===== src/rtl/rom_arbiter.sv =====
//==============================================================================
// Module      : rom_arbiter
// Description : Two-master, one-slave bus arbiter. Fair alternation on
//               contention, one-cycle strobe-low release gap between grants,
//               and a watchdog that aborts a transfer the slave never answers.
// Revision    : 1.0 - initial release
//==============================================================================
`default_nettype none

module rom_arbiter #(
    parameter int DAT_WIDTH = 32,
    parameter int ADR_WIDTH = 32,
    parameter int TIMEOUT   = 16
) (
    input  logic                 clk_i,
    input  logic                 rst_i,

    input  logic                 m0_stb_i,
    input  logic                 m0_we_i,
    input  logic [ADR_WIDTH-1:0] m0_adr_i,
    input  logic [DAT_WIDTH-1:0] m0_dat_i,
    output logic [DAT_WIDTH-1:0] m0_dat_o,
    output logic                 m0_ack_o,
    output logic                 m0_err_o,

    input  logic                 m1_stb_i,
    input  logic                 m1_we_i,
    input  logic [ADR_WIDTH-1:0] m1_adr_i,
    input  logic [DAT_WIDTH-1:0] m1_dat_i,
    output logic [DAT_WIDTH-1:0] m1_dat_o,
    output logic                 m1_ack_o,
    output logic                 m1_err_o,

    output logic                 s_stb_o,
    output logic                 s_we_o,
    output logic [ADR_WIDTH-1:0] s_adr_o,
    output logic [DAT_WIDTH-1:0] s_dat_o,
    input  logic [DAT_WIDTH-1:0] s_dat_i,
    input  logic                 s_ack_i,
    input  logic                 s_err_i
);

    localparam logic [7:0] C_TIMEOUT = 8'(TIMEOUT);

    typedef enum logic [2:0] {
        S_IDLE    = 3'd0,
        S_GRANT0  = 3'd1,
        S_GRANT1  = 3'd2,
        S_ABORT   = 3'd3,
        S_RELEASE = 3'd4
    } state_t;

    state_t     r_state;
    state_t     w_state_nxt;
    logic       r_last;       // master granted most recently (1 = m1)
    logic       w_last_nxt;
    logic [7:0] r_cnt;        // unanswered strobed cycles in current grant
    logic [7:0] w_cnt_nxt;
    logic [7:0] w_cnt_inc;
    logic       w_sel;        // master owning the bus in GRANT/ABORT
    logic       w_sel_stb;

    // In ABORT the owner is whoever was granted last, so r_last identifies it.
    assign w_sel     = (r_state == S_GRANT1) || ((r_state == S_ABORT) && r_last);
    assign w_sel_stb = w_sel ? m1_stb_i : m0_stb_i;
    assign w_cnt_inc = r_cnt + 8'd1;

    // State, fairness pointer and watchdog counter registers.
    always_ff @(posedge clk_i) begin
        if (rst_i) begin
            r_state <= S_IDLE;
            r_last  <= 1'b1;
            r_cnt   <= 8'd0;
        end else begin
            r_state <= w_state_nxt;
            r_last  <= w_last_nxt;
            r_cnt   <= w_cnt_nxt;
        end
    end

    // Next-state: arbitration in IDLE, completion/watchdog in GRANT, drain in ABORT.
    always_comb begin
        w_state_nxt = r_state;
        w_last_nxt  = r_last;
        w_cnt_nxt   = r_cnt;
        case (r_state)
            S_IDLE: begin
                if (m0_stb_i && m1_stb_i) begin
                    // Contention goes to whoever did not win last time.
                    if (r_last) begin
                        w_state_nxt = S_GRANT0;
                        w_last_nxt  = 1'b0;
                    end else begin
                        w_state_nxt = S_GRANT1;
                        w_last_nxt  = 1'b1;
                    end
                    w_cnt_nxt = 8'd0;
                end else if (m0_stb_i) begin
                    w_state_nxt = S_GRANT0;
                    w_last_nxt  = 1'b0;
                    w_cnt_nxt   = 8'd0;
                end else if (m1_stb_i) begin
                    w_state_nxt = S_GRANT1;
                    w_last_nxt  = 1'b1;
                    w_cnt_nxt   = 8'd0;
                end
            end
            S_GRANT0, S_GRANT1: begin
                if (!w_sel_stb) begin
                    w_state_nxt = S_RELEASE;
                end else if (!s_ack_i && !s_err_i) begin
                    // Abort on the edge that completes the TIMEOUT-th silent
                    // strobed cycle, so the slave sees exactly TIMEOUT of them.
                    w_cnt_nxt = w_cnt_inc;
                    if (w_cnt_inc == C_TIMEOUT) begin
                        w_state_nxt = S_ABORT;
                    end
                end
            end
            S_ABORT: begin
                if (!w_sel_stb) begin
                    w_state_nxt = S_RELEASE;
                end
            end
            S_RELEASE: begin
                w_state_nxt = S_IDLE;
            end
            default: begin
                w_state_nxt = S_IDLE;
            end
        endcase
    end

    // Bus steering: the owner is wired straight through; everything else is 0.
    always_comb begin
        s_stb_o  = 1'b0;
        s_we_o   = 1'b0;
        s_adr_o  = '0;
        s_dat_o  = '0;
        m0_dat_o = '0;
        m0_ack_o = 1'b0;
        m0_err_o = 1'b0;
        m1_dat_o = '0;
        m1_ack_o = 1'b0;
        m1_err_o = 1'b0;
        // Outputs are forced quiet while reset is asserted, even mid-transfer.
        if (!rst_i) begin
            case (r_state)
                S_GRANT0: begin
                    s_stb_o  = m0_stb_i;
                    s_we_o   = m0_we_i;
                    s_adr_o  = m0_adr_i;
                    s_dat_o  = m0_dat_i;
                    m0_ack_o = s_ack_i;
                    m0_err_o = s_err_i;
                    m0_dat_o = s_dat_i;
                end
                S_GRANT1: begin
                    s_stb_o  = m1_stb_i;
                    s_we_o   = m1_we_i;
                    s_adr_o  = m1_adr_i;
                    s_dat_o  = m1_dat_i;
                    m1_ack_o = s_ack_i;
                    m1_err_o = s_err_i;
                    m1_dat_o = s_dat_i;
                end
                S_ABORT: begin
                    if (r_last) begin
                        m1_err_o = m1_stb_i;
                    end else begin
                        m0_err_o = m0_stb_i;
                    end
                end
                default: begin
                end
            endcase
        end
    end

endmodule

`default_nettype wire


===== config.mk =====
export PLATFORM = sky130hd
export DESIGN_NAME = rom_arbiter
export DESIGN_NICKNAME = d
export VERILOG_FILES = /design/src/rtl/rom_arbiter.sv
export SDC_FILE = /design/constraint.sdc
export NUM_CORES = 1
export LEC_CHECK = 0
export CAP_MARGIN = 15
export CELL_PAD_IN_SITES_DETAIL_PLACEMENT = 1
export CELL_PAD_IN_SITES_GLOBAL_PLACEMENT = 2
export CORE_AREA = 8 8 111 113
export DETAILED_ROUTE_END_ITERATION = 16
export DIE_AREA = 0 0 119 121
export DONT_BUFFER_PORTS = 1
export GPL_TIMING_DRIVEN = 0
export PLACE_DENSITY = 0.67
export SLEW_MARGIN = 20
export SYNTH_ARGS = -nofsm -noshare
export SYNTH_HDL_FRONTEND = slang
export SYNTH_SLANG_ARGS = --single-unit

===== constraint.sdc =====
create_clock -name clk_i -period 1.6 [get_ports clk_i]
set_clock_uncertainty 0.05 [all_clocks]
set_input_delay 0.24 -clock clk_i [delete_from_list [all_inputs] [get_ports clk_i]]
set_output_delay 0.24 -clock clk_i [all_outputs]
set_load 0.05 [all_outputs]

==> results of run 1 <==
-- repair_timing --
item,CTS,global route
buffers inserted,13,9
pin swaps,118,56
endpoints found under the setup margin,138,144
resized for setup,169,48
cloned,10,4
-- Yosys cell counts, types with 2 or more instances --
cell type / instances / area (sq um)
a221o_1: 4 / 40.04
o21ai_0: 4 / 20.02
nor3_1: 2 / 10.01
dfxtp_1: 12 / 240.2
a21oi_1: 3 / 15.01
o22ai_1: 2 / 12.51
and3_1: 5 / 31.28
a22oi_1: 65 / 488.0
buf_2: 13 / 65.06
nand2_1: 6 / 22.52
xnor2_1: 3 / 26.28
nand3_1: 5 / 25.02
nor2b_1: 3 / 18.77
and2_1: 2 / 12.51
inv_1: 3 / 11.26
a2111oi_4: 2 / 55.05
clkbuf_1: 21 / 78.83
or3_1: 3 / 18.77
a22o_1: 4 / 35.03
nand2b_1: 36 / 225.2
nor2_1: 136 / 510.5
-- worst register-to-register path: stages, from the launching register on --
cell and delay, ns:
dfxtp_2 0.33, buf_6 0.14, buf_6 0.13, nand2b_4 0.15, a2111oi_4 0.34, nor3_4 0.12, a221o_1 0.32
-- cell usage in the layout (no fill, tap or decap), drive strengths merged, types with 4 or more instances in the layout --
| cell | Yosys | final |
|---|---|---|
| a221o | 4 | 4 |
| a22o | 4 | 4 |
| a22oi | 65 | 65 |
| and3 | 5 | 5 |
| buf | 15 | 50 |
| clkbuf | 21 | 24 |
| dfxtp | 12 | 12 |
| nand2 | 6 | 6 |
| nand2b | 36 | 36 |
| nand3 | 6 | 6 |
| nor2 | 136 | 136 |
| o21ai | 4 | 4 |
-- flip-flops by register name (all words and copies together) (netlist names) --
name     flops
r_cnt        8
r_last       1
r_state      3
-- layout make-up --
cell class                      count  area share (%)
Inverter                            3          0.3564
Clock buffer                        4           1.206
Multi-Input combinational cell    299           67.98
Timing Repair Buffer               35           10.47
Sequential cell                    12           5.455
Buffer                             35           10.69
Tap cell                          140           3.838
-- report_power, final --
group,switching [mW],internal [mW],total (mW),leakage (nW)
registers,0.0175,0.308,0.325,0.0992
clock network,0.114,0.217,0.331,0.0288
logic,1.16,0.599,1.76,1.14
-- kinds of logic (layout without fill, tap and decap cells) --
kind of cell	Yosys count	count (layout)	synth area share (%)
AND/OR/NAND/NOR	207	207	45.31
AO/OA/AOI/OAI	87	87	32.68
buffers and inverters	39	77	8.245
flip-flops	12	12	11.39
XOR/XNOR	3	3	1.246
adder cells (fa/ha/maj)	1	1	0.5930
multiplexers	1	1	0.5338
-- how the worst max path moves through the flow --
stage | depth (start not counted) | slack [ns] | endpoint
5_1_grt | 7 | -0.50 | s_adr_o[9]
4_1_cts | 6 | -0.47 | s_adr_o[9]
3_3_place_gp | 4 | -0.64 | s_adr_o[0]
3_5_place_dp | 4 | -0.66 | s_adr_o[0]
6_report | 8 | -0.44 | s_we_o
2_1_floorplan | 6 | -0.20 | m1_dat_o[11]
-- stage by stage --
step | instance area, sq um | setup TNS, ns
after floorplan | 3087 | -16.62
after global placement | 3262 | -53.12
after detailed placement | 3262 | -55.32
after CTS | 4249 | -51.51
after global routing | 4564 | -52.53
final | 4564 | -44.70
-- metal layers --
| metal | up-vias | part of all wire, % | GRT usage, % |
|---|---|---|---|
| met3 | 6 | 7.0 | 4.839 |
| met5 | - | 0 | 0 |
| li1 | 1308 | - | - |
| met2 | 145 | 57 | 33.12 |
| met1 | 1387 | 36 | 18.64 |
| met4 | 0 | 0.44 | 1.107 |
==> summary.txt, run 1 <==
Cells and area
  • Area of the multi-input gates: a little over 3000 sq um
  • Area Overhead vs Synth: 116.4%
  • Antenna cells: 0
  • Fraction of layout cells with a size suffix above 1: ~75%
  • # fillers: 1,152
  • Post-Layout Cell Count: 528
  • Storage cell area: 249.0 sq um
  • Post-layout util: 43.05%
  • Layout Nets: approximately 560

Worst hold path
  • Hold Crit Class: primary input to register
  • Hold Crit Depth: 2
  • Hold EP: r_state[2]
  • Critical hold path startpoint: m1_stb_i

Synth
  • Post-Syn Instances: 350
  • Post-synth EDFFs: 0
  • Netlist cell types: 37
  • Async S/R FF share, synth: 0%
  • Avg Inst Size Synth: 6.027 sq um
  • Ys flop type: dfxtp_1
  • Syn_nets: 519
  • Seq cells post-synth: 12
  • Ys Warns: 0
  • Sequential area share after synthesis: 11.39%
  • Post-Synthesis Cell Area: 2110 sq um

Timing
  • Final Hold Viols: 0
  • Tmin final: 2.042 ns
  • Endpoints failing setup: 140
  • Setup WS post-layout: -0.4418 ns
  • Maximum clock frequency: 489.8 MHz
  • Worst slew pin tran: 0.5868 ns
  • Period utilization: 127.6%
  • Slew Limit Fails: 0
  • RSZ-0062 raised after global routing: true
  • Normalized max-slew margin: 60.84%
  • Fin Hold WS: between 0.1 and 0.15 ns

Clocking
  • Clk_lat worst skew: between 0.2 and 0.25 ns
  • CTS Sinks: 12
  • H-tree depth: 1
  • Hold_buf cts: 0
  • CTS clk-pin slew, worst paths: 0.05 ns
  • CTS buffer count: 3
  • CTS tree: yes
  • CTS Root Cell: clkbuf_8
  • Maximum clock path buffer count: 2

Place
  • Final HPWL DP: 10,770 microns
  • Pre-CTS setup slack: -0.6610 ns
  • IO buf count: 0
  • RePlAce Congestion: between 0.7 and 0.8
  • Dpl cells: 490

Setup path
  • Crit Path Max Fanout: 4
  • WP data required: 1.31 ns
  • CP arrival: 1.75 ns
  • Reg2reg end: r_cnt[2]
  • Worst Path Buf+Inv: 5
  • Worst r2r src: r_state[1]
  • Crit path capture type: output pin
  • Worst reg-to-reg setup slack: -0.09 ns
  • CP max-delay cell: dfxtp_4
  • Worst-path cell chain: buf_6, buf_4, and2_4, buf_4, buf_6, buf_4, a22oi_2, nor2_4
  • Slowest stage delay, CP: about 0.35 ns
  • CP Launch Point: r_state[0]
  • Reg2Reg Depth: 6
  • Critical Path Start Type: register
  • Largest delay share family, worst path: buffers and inverters
  • Most frequent CP cell: buf_4
  • Path type of the worst setup path: register to output pin

Routing
  • Vias: 2,846
  • Pre-antenna DRT Iters: 4
  • Total Wirelength: 13,720 microns
  • DR DRC count: 0
  • DRT antenna net count: 0
  • DR WL/cell: 25.99 microns
  • Drt initial violations: 84
  • Vias per inst: around 5.4

Job
  • Max-cap viol count: 0

Floorplanning
  • Die X: 119 microns
  • Starting Density: 19.90%
  • Core box area: between 10,000 and 15,000 sq um
  • Height of the die: 121 microns
  • Row cnt: 38
  • Die area: 14,400 sq um
  • Boundary Pins: 302

Status
  • Status: finished, violations left
  • Failing checks: setup timing

GRT
  • First-pass GRT wire length: 19,710 microns
  • Largest net degree at the start of global routing: 11
  • Grt total ovfl: 0
  • GR Util All Layers: 17.07%
  • Vias in the first global route: slightly above 3,000
  • Initial antenna violation count: 0

Power
  • Final Power: 2.419 mW
  • VDD IR max: 404.2 uV
  • Pwr per Cell Area: 530.0 nW/um^2
  • Static Leak: approximately 1.3 nW
(Power assumes the default switching activity.)
==> run 2: changes to the inputs <==
Settings changed: CORE_AREA 8 8 111 113 to 8 8 110 112, DIE_AREA 0 0 119 121 to 0 0 118 120, PLACE_DENSITY 0.67 to 0.65, SLEW_MARGIN 20 to default.
Clock period 1.6 ns to 2.17 ns, I/O delays scaled along.
==> run 2 against run 1 <==
  * The flow now finishes without violations
  * Die area is 1.7% lower
  * Combinational power is 36% lower
  * First-iteration DRC count is 76% higher
  * Via count is 0.39% lower
  * Global-route usage is 0.84 points lower
  * Final cell count is 3.6% lower
  * Clock-buffer cell count stayed put
  * Largest power group unchanged
==> summary.txt, run 2 (same netlist as run 1, synthesis figures left out) <==
Clocking
  • CTS clk-pin slew, worst paths: 0.06 ns (about the same)
  • Maximum clock path buffer count: 2 (unchanged)
  • CTS tree: yes
  • CTS Root Cell: clkbuf_8
  • CTS buffer count: 3 (unchanged)
  • Clk_lat worst skew: 0.24 ns (about the same)
  • CTS Sinks: 12 (unchanged)
  • H-tree depth: 1 (unchanged)

Routing
  • Vias per inst: 5.570 (+3.3%)
  • Met3 wire length: 1304 microns (+37%)
  • Pre-antenna DRT Iters: 4 (unchanged)
  • Total Wirelength: 14,010 microns (+2.1%)
  • WL met2: 7550 microns (-3.3%)
  • Met1 WL: 4894 microns (about the same)
  • DR DRC count: 0 (unchanged)
  • DR WL/cell: 27.53 microns (+5.9%)
  • Top routing layer used: met4
  • Vias: 2,835 (-0.39%)
  • DRT antenna net count: 0 (unchanged)
  • Drt initial violations: 148 (+76%)

Worst hold path
  • Hold Crit Class: primary input to register
  • Hold Crit Depth: 2 (unchanged)
  • Hold EP: r_state[2]
  • Critical hold path startpoint: m1_stb_i

Floorplanning
  • Row cnt: 38 (unchanged)
  • Die X: 118 microns (-0.84%)
  • Boundary Pins: 302 (unchanged)
  • Die area: 14,160 sq um (-1.7%)
  • Height of the die: 120 microns (-0.83%)
  • Starting Density: 20.08% (+0.18 points)
  • Core box area: 10,510 sq um (-0.90%)

Timing
  • Normalized max-slew margin: 38.08% (-23 points)
  • Maximum clock frequency: around 470 MHz
  • RSZ-0062 raised after global routing: true
  • Tmin final: roughly 2.1 ns
  • Worst slew pin tran: 0.9254 ns (+0.3386 ns)
  • Final Hold Viols: 0 (unchanged)
  • Setup WS post-layout: 0.02711 ns (+0.4689 ns)
  • Endpoints failing setup: 0 (-100%)
  • Period utilization: a little under 100%
  • Slew Limit Fails: 0 (unchanged)

Cells and area
  • Highest-count cells in the layout ignoring fill and taps: nor2_4 (124), a22oi_2 (37), nand2b_1 (36)
  • Largest registers: r_cnt (8), r_state (3), r_last (1)
  • Fraction of layout cells with a size suffix above 1: 63.14% (-12 points)
  • Layout Nets: 539 (-3.4%)
  • Area Overhead vs Synth: 86.30%
  • Antenna cells: 0 (unchanged)
  • Largest reg by FF count: r_cnt
  • Post-Layout Cell Count: 509 (-3.6%)
  • Largest register FFs: 8 (unchanged)
  • # fillers: 1,182 (+2.6%)
  • Commonest non-fill, non-tap cell in the layout: nor2_4

Setup path
  • Reg2reg end: r_state[0]
  • Worst-path cell chain: buf_8, nor3_4, buf_6, buf_12, clkbuf_16, a22oi_2, nor2_4
  • Crit Path Max Fanout: 7 (+3)
  • Largest delay share family, worst path: buffers and inverters
  • Worst r2r src: r_state[0]
  • Crit path capture type: output pin
  • CP max-delay cell: dfxtp_4
  • Reg2Reg Depth: 7 (+1)
  • WP data required: 1.79 ns (+0.48 ns)
  • Slowest stage delay, CP: 0.35 ns (about the same)
  • Worst Path Buf+Inv: 4 (-1)
  • Worst reg-to-reg setup slack: 0.29 ns (+0.38 ns)
  • Path type of the worst setup path: register to output pin
  • CP arrival: 1.77 ns (+0.02 ns)
  • Critical Path Start Type: register

Status
  • Status: completed

Place
  • Pre-CTS setup slack: -0.3702 ns (+0.2908 ns)
  • RePlAce Congestion: 0.8471 (+11%)
  • IO buf count: 0 (unchanged)
  • Dpl cells: 490 (unchanged)
  • Final HPWL DP: 10,050 microns (-6.7%)

GRT
  • GR Util All Layers: 16.23% (-0.84 points)
  • Initial antenna violation count: 0 (unchanged)
  • Largest net degree at the start of global routing: 11 (unchanged)
  • First-pass GRT wire length: 18,600 microns (-5.6%)
  • Grt total ovfl: 0 (unchanged)
  • Vias in the first global route: 2,841 (-6.2%)

Power
  • VDD IR max: 289.9 uV (-28%)
  • Pwr per Cell Area: 412.3 nW/um^2 (-22%)
  • Static Leak: 1.019 nW (-20%)
  • Final Power: 1.620 mW (-33%)

Job
  • Max-cap viol count: 0 (unchanged)
==> run 2: cell types whose count changed in the layout (fill, tap and decap cells not counted), sizes merged <==
cell,before,now
buf,50,26
clkbuf,24,29
==> run 2: worst max-delay path by stage <==
stage               start      endpoint  slack (ns)  depth (start not counted)
2_1_floorplan  r_state[1]  m1_dat_o[10]      -0.002                          6
3_3_place_gp   r_state[0]    s_dat_o[2]       -0.34                          5
3_5_place_dp   r_state[0]    s_dat_o[2]       -0.37                          5
4_1_cts        r_state[1]   m0_dat_o[8]       -0.09                          5
5_1_grt             rst_i  m0_dat_o[31]       -0.08                          4
6_report       r_state[0]   s_dat_o[24]        0.03                          7
==> run 2: cell type report <==
cell class              count  area [sq um]  area share [%]
well taps                 140         175.2           4.457
plain buffers              35         367.9           9.360
inverters                   3         11.26          0.2865
flip-flops and latches     12         246.5           6.272
clock buffers               4         55.05           1.401
repair buffers             16         226.5           5.762
multi-input cells         299          2848           72.46
==> run 2: where the power goes <==
part	internal, mW	total (mW)	switching [mW]
logic	0.321	1.13	0.813
registers	0.227	0.234	0.00614
clock network	0.161	0.253	0.0924
total	0.709	1.62	0.912
==> run 2: timing repair <==
item,in CTS,in global routing
setup endpoints to repair,133,129
pin swaps,13,58
resized for setup,254,69
setup buffers,4,5
endpoints found under the hold margin,0,0
gates cloned,1,6
hold buffers,0,0
==> run 2: layer usage <==
| layer | vias up | GRT usage, % |
|---|---|---|
| li1 | 1271 | - |
| met1 | 1384 | 17.58 |
| met2 | 160 | 29.58 |
| met3 | 20 | 6.999 |
| met4 | 0 | 1.922 |
| met5 | - | 0 |
==> run 2: per-stage QoR <==
stage	cell area (sq um)	hold WS (ns)	TNS (ns)	util (%)
floorplan	2235	0.4325	-0.04781	-
CTS	3435	0.2090	-1.594	32.69
global placement	2410	0.4632	-21.82	22.93
detailed placement	2410	0.4609	-25.38	22.93
finish	3930	0.2100	0	37.40
global route	3930	0.2077	-0.4077	37.40
